$ cat src/rtl/demux8_pkg.sv
// Shared constants for the eight-way stream demultiplexer.
package demux8_pkg;
    localparam int NUM_CH        = 8;
    localparam int SEL_W         = 3;
    localparam int DEFAULT_WIDTH = 32;
    localparam int COUNT_W       = 16;
endpackage

$ cat src/rtl/demux8_slot.sv
// One-entry holding register for a single output channel.
// A load always wins over a drain, so a same-cycle drain and load keeps the
// channel valid with the new word.
import demux8_pkg::*;

module demux8_slot #(
    parameter int WIDTH = DEFAULT_WIDTH
) (
    input  logic             clock,
    input  logic             reset,
    input  logic             load,
    input  logic [WIDTH-1:0] load_data,
    input  logic             out_ready,
    output logic             out_valid,
    output logic [WIDTH-1:0] out_data
);

    // Hold register: capture on load, clear valid on drain, data kept on drain.
    always_ff @(posedge clock) begin
        if (reset) begin
            out_valid <= 1'b0;
            out_data  <= '0;
        end else if (load) begin
            out_valid <= 1'b1;
            out_data  <= load_data;
        end else if (out_ready) begin
            out_valid <= 1'b0;
        end
    end

endmodule

$ cat src/rtl/demux8_stream.sv
// Eight-way registered demultiplexer: routes one input word per cycle into
// the holding register of the channel named by in_select.
// Optional feature macro: DEMUX8_BCAST_EN enables broadcast via in_bcast,
// which loads all eight channels at once when every channel is free.
import demux8_pkg::*;

module demux8_stream #(
    parameter int WIDTH = DEFAULT_WIDTH
) (
    input  logic                      clock,
    input  logic                      reset,
    input  logic                      in_valid,
    output logic                      in_ready,
    input  logic [WIDTH-1:0]          in_data,
    input  logic [SEL_W-1:0]          in_select,
    input  logic                      in_bcast,
    output logic [NUM_CH-1:0]         out_valid,
    input  logic [NUM_CH-1:0]         out_ready,
    output logic [NUM_CH*WIDTH-1:0]   out_data,
    output logic [COUNT_W-1:0]        xfer_count
);

    logic [NUM_CH-1:0] free;
    logic [NUM_CH-1:0] load;
    logic              bcast_req;
    logic              accept;

`ifdef DEMUX8_BCAST_EN
    assign bcast_req = in_bcast;
`else
    // Broadcast is compiled out; the input is intentionally left unused.
    logic unused_bcast;
    assign unused_bcast = in_bcast;
    assign bcast_req    = 1'b0;
`endif

    assign free = ~out_valid | out_ready;

    // Ready generation: forced low during reset so a reset-cycle word is dropped.
    always_comb begin
        in_ready = 1'b0;
        if (!reset) begin
            if (bcast_req) in_ready = &free;
            else           in_ready = free[in_select];
        end
    end

    assign accept = in_valid && in_ready;

    // Select decode: one-hot load for unicast, all channels for broadcast.
    always_comb begin
        load = '0;
        for (int k = 0; k < NUM_CH; k++) begin
            load[k] = accept && (bcast_req || (in_select == SEL_W'(k)));
        end
    end

    // Accepted-transfer counter, wraps naturally at its width.
    always_ff @(posedge clock) begin
        if (reset)       xfer_count <= '0;
        else if (accept) xfer_count <= xfer_count + 1'b1;
    end

    for (genvar g = 0; g < NUM_CH; g++) begin : g_slot
        demux8_slot #(.WIDTH(WIDTH)) u_slot (
            .clock     (clock),
            .reset     (reset),
            .load      (load[g]),
            .load_data (in_data),
            .out_ready (out_ready[g]),
            .out_valid (out_valid[g]),
            .out_data  (out_data[g*WIDTH +: WIDTH])
        );
    end

endmodule

$ cat config.mk
export PLATFORM = sky130hd
export DESIGN_NAME = demux8_stream
export DESIGN_NICKNAME = d
export VERILOG_FILES = /design/src/rtl/demux8_pkg.sv /design/src/rtl/demux8_slot.sv /design/src/rtl/demux8_stream.sv
export SDC_FILE = /design/constraint.sdc
export NUM_CORES = 1
export LEC_CHECK = 0
export BUFFER_PORTS_ARGS = -buffer_cell sky130_fd_sc_hd__buf_2
export CAP_MARGIN = 30
export CORE_MARGIN = 5
export CORE_UTILIZATION = 43
export CTS_CLUSTER_SIZE = 25
export DETAILED_ROUTE_END_ITERATION = 10
export PLACE_DENSITY = 0.8
export SLEW_MARGIN = 20
export SYNTH_ARGS = -nofsm -noshare
export SYNTH_HDL_FRONTEND = slang
export SYNTH_HIERARCHICAL = 1
export SYNTH_SLANG_ARGS = --single-unit
$ cat constraint.sdc
create_clock -name clock -period 3.2 [get_ports clock]
set_input_delay 0.64 -clock clock [delete_from_list [all_inputs] [get_ports clock]]
set_output_delay 0.64 -clock clock [all_outputs]
set_load 0.01 [all_outputs]
==> summary.md <==
| Metric | Value |
|---|---|
| P_sw | 1.64 mW |
| Non-Filler Instances | 1,630 |
| Post-cts sizing count | 0 |
| Std-Cell Rows | 57 |
| Via count | 8,114 |
| Syn Std Cell Area | 10,600 um2 |
| Vias in the first global route | 7,939 |
| Number of flops mapped to enable cells by yosys | 0 |
| WP data arrival | about 2100 ps |
| Seq cells post-synth | 280 |
| First-pass GRT wire length | 45,900 um |
| Layout Utilization | 0.542 |
| GRT Total Usage | 0.200 |
| Skew-Pair Late Insertion Delay | around 550 ps |
| Pin count of the biggest net entering global routing | 83 |
| Clk sink count | 280 |
| Final setup fails | 0 |
| Sequential power share | 0.473 |
| RSZ-0062 raised after global routing | false |
| DP Area | 12,200 um2 |
| Total gr overflow | 0 |
| CTS hold repair buffers | 0 |
| Worst hold start | out_ready[1] |
| VDD IR-drop max | roughly 450 uV |
| Final HPWL DP | 19,900 um |
| Drt total wl | slightly below 30,000 um |
| Initial Utilization | 0.437 |
| Hold EP | g_slot[1].u_slot/out_valid$_SDFFE_PP0P_ |
| Post-synth ARST share | 0 |
| Synth Area per Inst | 10.8 um2 |
| Routed length per placed instance | 18.0 um |
| Placed Cells incl. Taps | 1,575 |
| Worst-path clk slew | 60 ps |
| FF-to-FF Start | g_slot[7].u_slot/out_valid$_SDFFE_PP0P_ |
| Worst relative slew slack | 0.461 |
| Top cells by count, synth | 280 x dfxtp_1, 263 x nor2_1, 257 x mux2i_1, 24 x buf_12, 19 x a21oi_1 |
| Combinational power share | 0.050 |
| Post-synth top area share | 0.527 |
| Final nets | 1,330 |
| CTS H-tree depth | 1 |
| Die Y | 167 um |
| PD cells | 570 nW/um2 |
| Worst hold path class | in -> reg |
| Num CTS Buffers | 29 |
| Antenna violations before repair | 1 |
| Synthesis-to-layout area growth | 24.0% |
| Sw frac | 0.219 |
| Slew Viols, Final | 0 |
| DRC viols | 0 |
| Fmax | roughly 370 MHz |
| Most common cell in the netlist | dfxtp_1 |
| Critical path type | reg -> out |
| Antenna viol nets, final | 0 |
| Hold depth | 3 |
| Outcome | completed |
| Internal | approximately 6 mW |
| Pre-CTS WS | 390 ps |
| Total die area | 28,000 um2 |
| DR iter-0 viols | 613 |
| Max-cap violations | 0 |
| CP Data Required Time | 2560 ps |
| CTS tree | done |
| Buffers on Ports | around 330 |
| Synth Net Count | 1,028 |
| # IOs | 328 |
| Bufs on Longest Clock Path | 3 |
| Clock share of power | 0.477 |
| Area leader, netlist | dfxtp_1 |
| Tcrit/Tclk final | 0.844 |
| Routability cong. | 0.784 |
| Fin. Hold Viols | 0 |
| Flop-to-flop setup slack | 910 ps |
| Vias per cell | approximately 5 |
| Fin crit period | approximately 2700 ps |
| Die X | 167 um |
| Clk_skew | 11.1 ps |
| Worst slew pin tran | roughly 800 ps |
| Fillcell total | 2,111 |
| Worst R2R Path Depth | 7 |
| Setup TNS | 0 ps |
| Final worst slack | 500 ps |
| Core area | 24,300 um2 |
| Design area | roughly 13,000 um2 |
| Sequential area share after synthesis | 0.527 |
| Post-synth top flop | dfxtp_1 |
| Worst-path fanout max | 3 |
| CTS root buf | clkbuf_16 |
| Top post-synthesis cells by area | dfxtp_1 53%, mux2i_1 24%, nor2_1 9.3% |
| Post-synthesis cell type count | 34 |
| Reg-to-Reg End | g_slot[0].u_slot/out_data[8]$_SDFFE_PP0P_ |
| Startpoint Class | flip-flop |
| Fraction of layout cells with a size suffix above 1 | 0.307 |
| Leak | between 5 and 6 nW |
| # Post-CTS Setup Buffers | 0 |
| Pre-antenna DRT Iters | 5 |
| Nature of the critical path endpoint | output port |
| Ys Warns | 6 |
| Cells after Synth | 980 |
[layer usage]
layer  vias to the layer above  global-route usage  part of all wire
li1                       3894                   -                 -
met1                      3858               0.243              0.40
met2                       306               0.345              0.49
met3                        56              0.0509             0.080
met4                         0              0.0660             0.029
met5                         -                   0                 0
[worst max-delay path by stage]
stage	from	end	slack (ps)	cells past startpoint
floorplan	in_select[0]	g_slot[0].u_slot/out_data[10]$_SDFFE_PP0P_	480	11
global placement	in_select[0]	g_slot[0].u_slot/out_data[8]$_SDFFE_PP0P_	420	8
detailed placement	in_select[0]	g_slot[0].u_slot/out_data[4]$_SDFFE_PP0P_	390	8
CTS	g_slot[6].u_slot/out_valid$_SDFFE_PP0P_	in_ready	500	5
global route	g_slot[6].u_slot/out_valid$_SDFFE_PP0P_	in_ready	320	5
finish	g_slot[6].u_slot/out_valid$_SDFFE_PP0P_	in_ready	500	5
[worst max-delay path, stage by stage, from the launching register on]
cell	delay, ps
dfxtp_1	340
nor4bb_1	680
o41ai_4	180
o21ai_0	100
nor2_1	70
buf_2	150
[layout make-up]
class                           count  area [um2]  area share
Inverter                           11        41.3     0.00313
Tap cell                          324         405      0.0308
Sequential cell                   280        5610       0.425
Clock buffer                       43         838      0.0636
Clock inverter                     11         188      0.0142
Multi-Input combinational cell    617        4270       0.324
Timing Repair Buffer              343        1830       0.139
Antenna cell                        1        2.50    0.000190
[placed cells by master (no fill, tap or decap), types with 2 or more instances in the layout]
master     instances
nor2_1           260
o311ai_0           2
a21oi_1           19
nand3_1            8
nor4bb_1           2
nand2b_1          14
mux2i_1          257
clkinv_2           4
clkbuf_16         29
clkbuf_1           8
o21ai_0            4
nor2_4             3
bufinv_16          5
buf_12             5
or4_1              8
buf_4             12
inv_1             11
dfxtp_1          280
or3_1              4
nor3_2             4
o31ai_1            9
clkbuf_8           7
buf_2            325
o41ai_1            2
nand2_1            7
[kinds of logic (layout without fill, tap and decap cells)]
logic type | Yosys count | after routing | synth area share
buffers and inverters | 83 | 408 | 0.0759
xor gates and xnor gates | 1 | 1 | 0.000824
muxes | 258 | 258 | 0.244
DFF | 280 | 280 | 0.527
other | 0 | 1 | 0
AOI/OAI and AO/OA | 39 | 39 | 0.0258
and+or+nand+nor | 318 | 318 | 0.125
adders and majority gates | 1 | 1 | 0.00118
[stage by stage]
step	total power [mW]	hold slack, ps
2_1_floorplan	3.85	490
3_3_place_gp	4.00	459
3_5_place_dp	4.00	472
4_1_cts	7.57	344
5_1_grt	7.78	347
6_report	7.51	370
[state kept, by name, indices dropped and copies added, names as in the netlist]
name and cells:
g_slot.u_slot/out_valid 8, g_slot.u_slot/out_data 256, xfer_count 16
[power groups by stage]
stage	Combinational [mW]	Clock [mW]	Sequential (mW)
floorplan	0.196	0	3.65
global placement	0.369	0	3.63
detailed placement	0.374	0	3.63
CTS	0.376	3.65	3.55
global route	0.404	3.82	3.56
finish	0.372	3.58	3.55
Note: power is estimated with default switching activity, not from simulation.
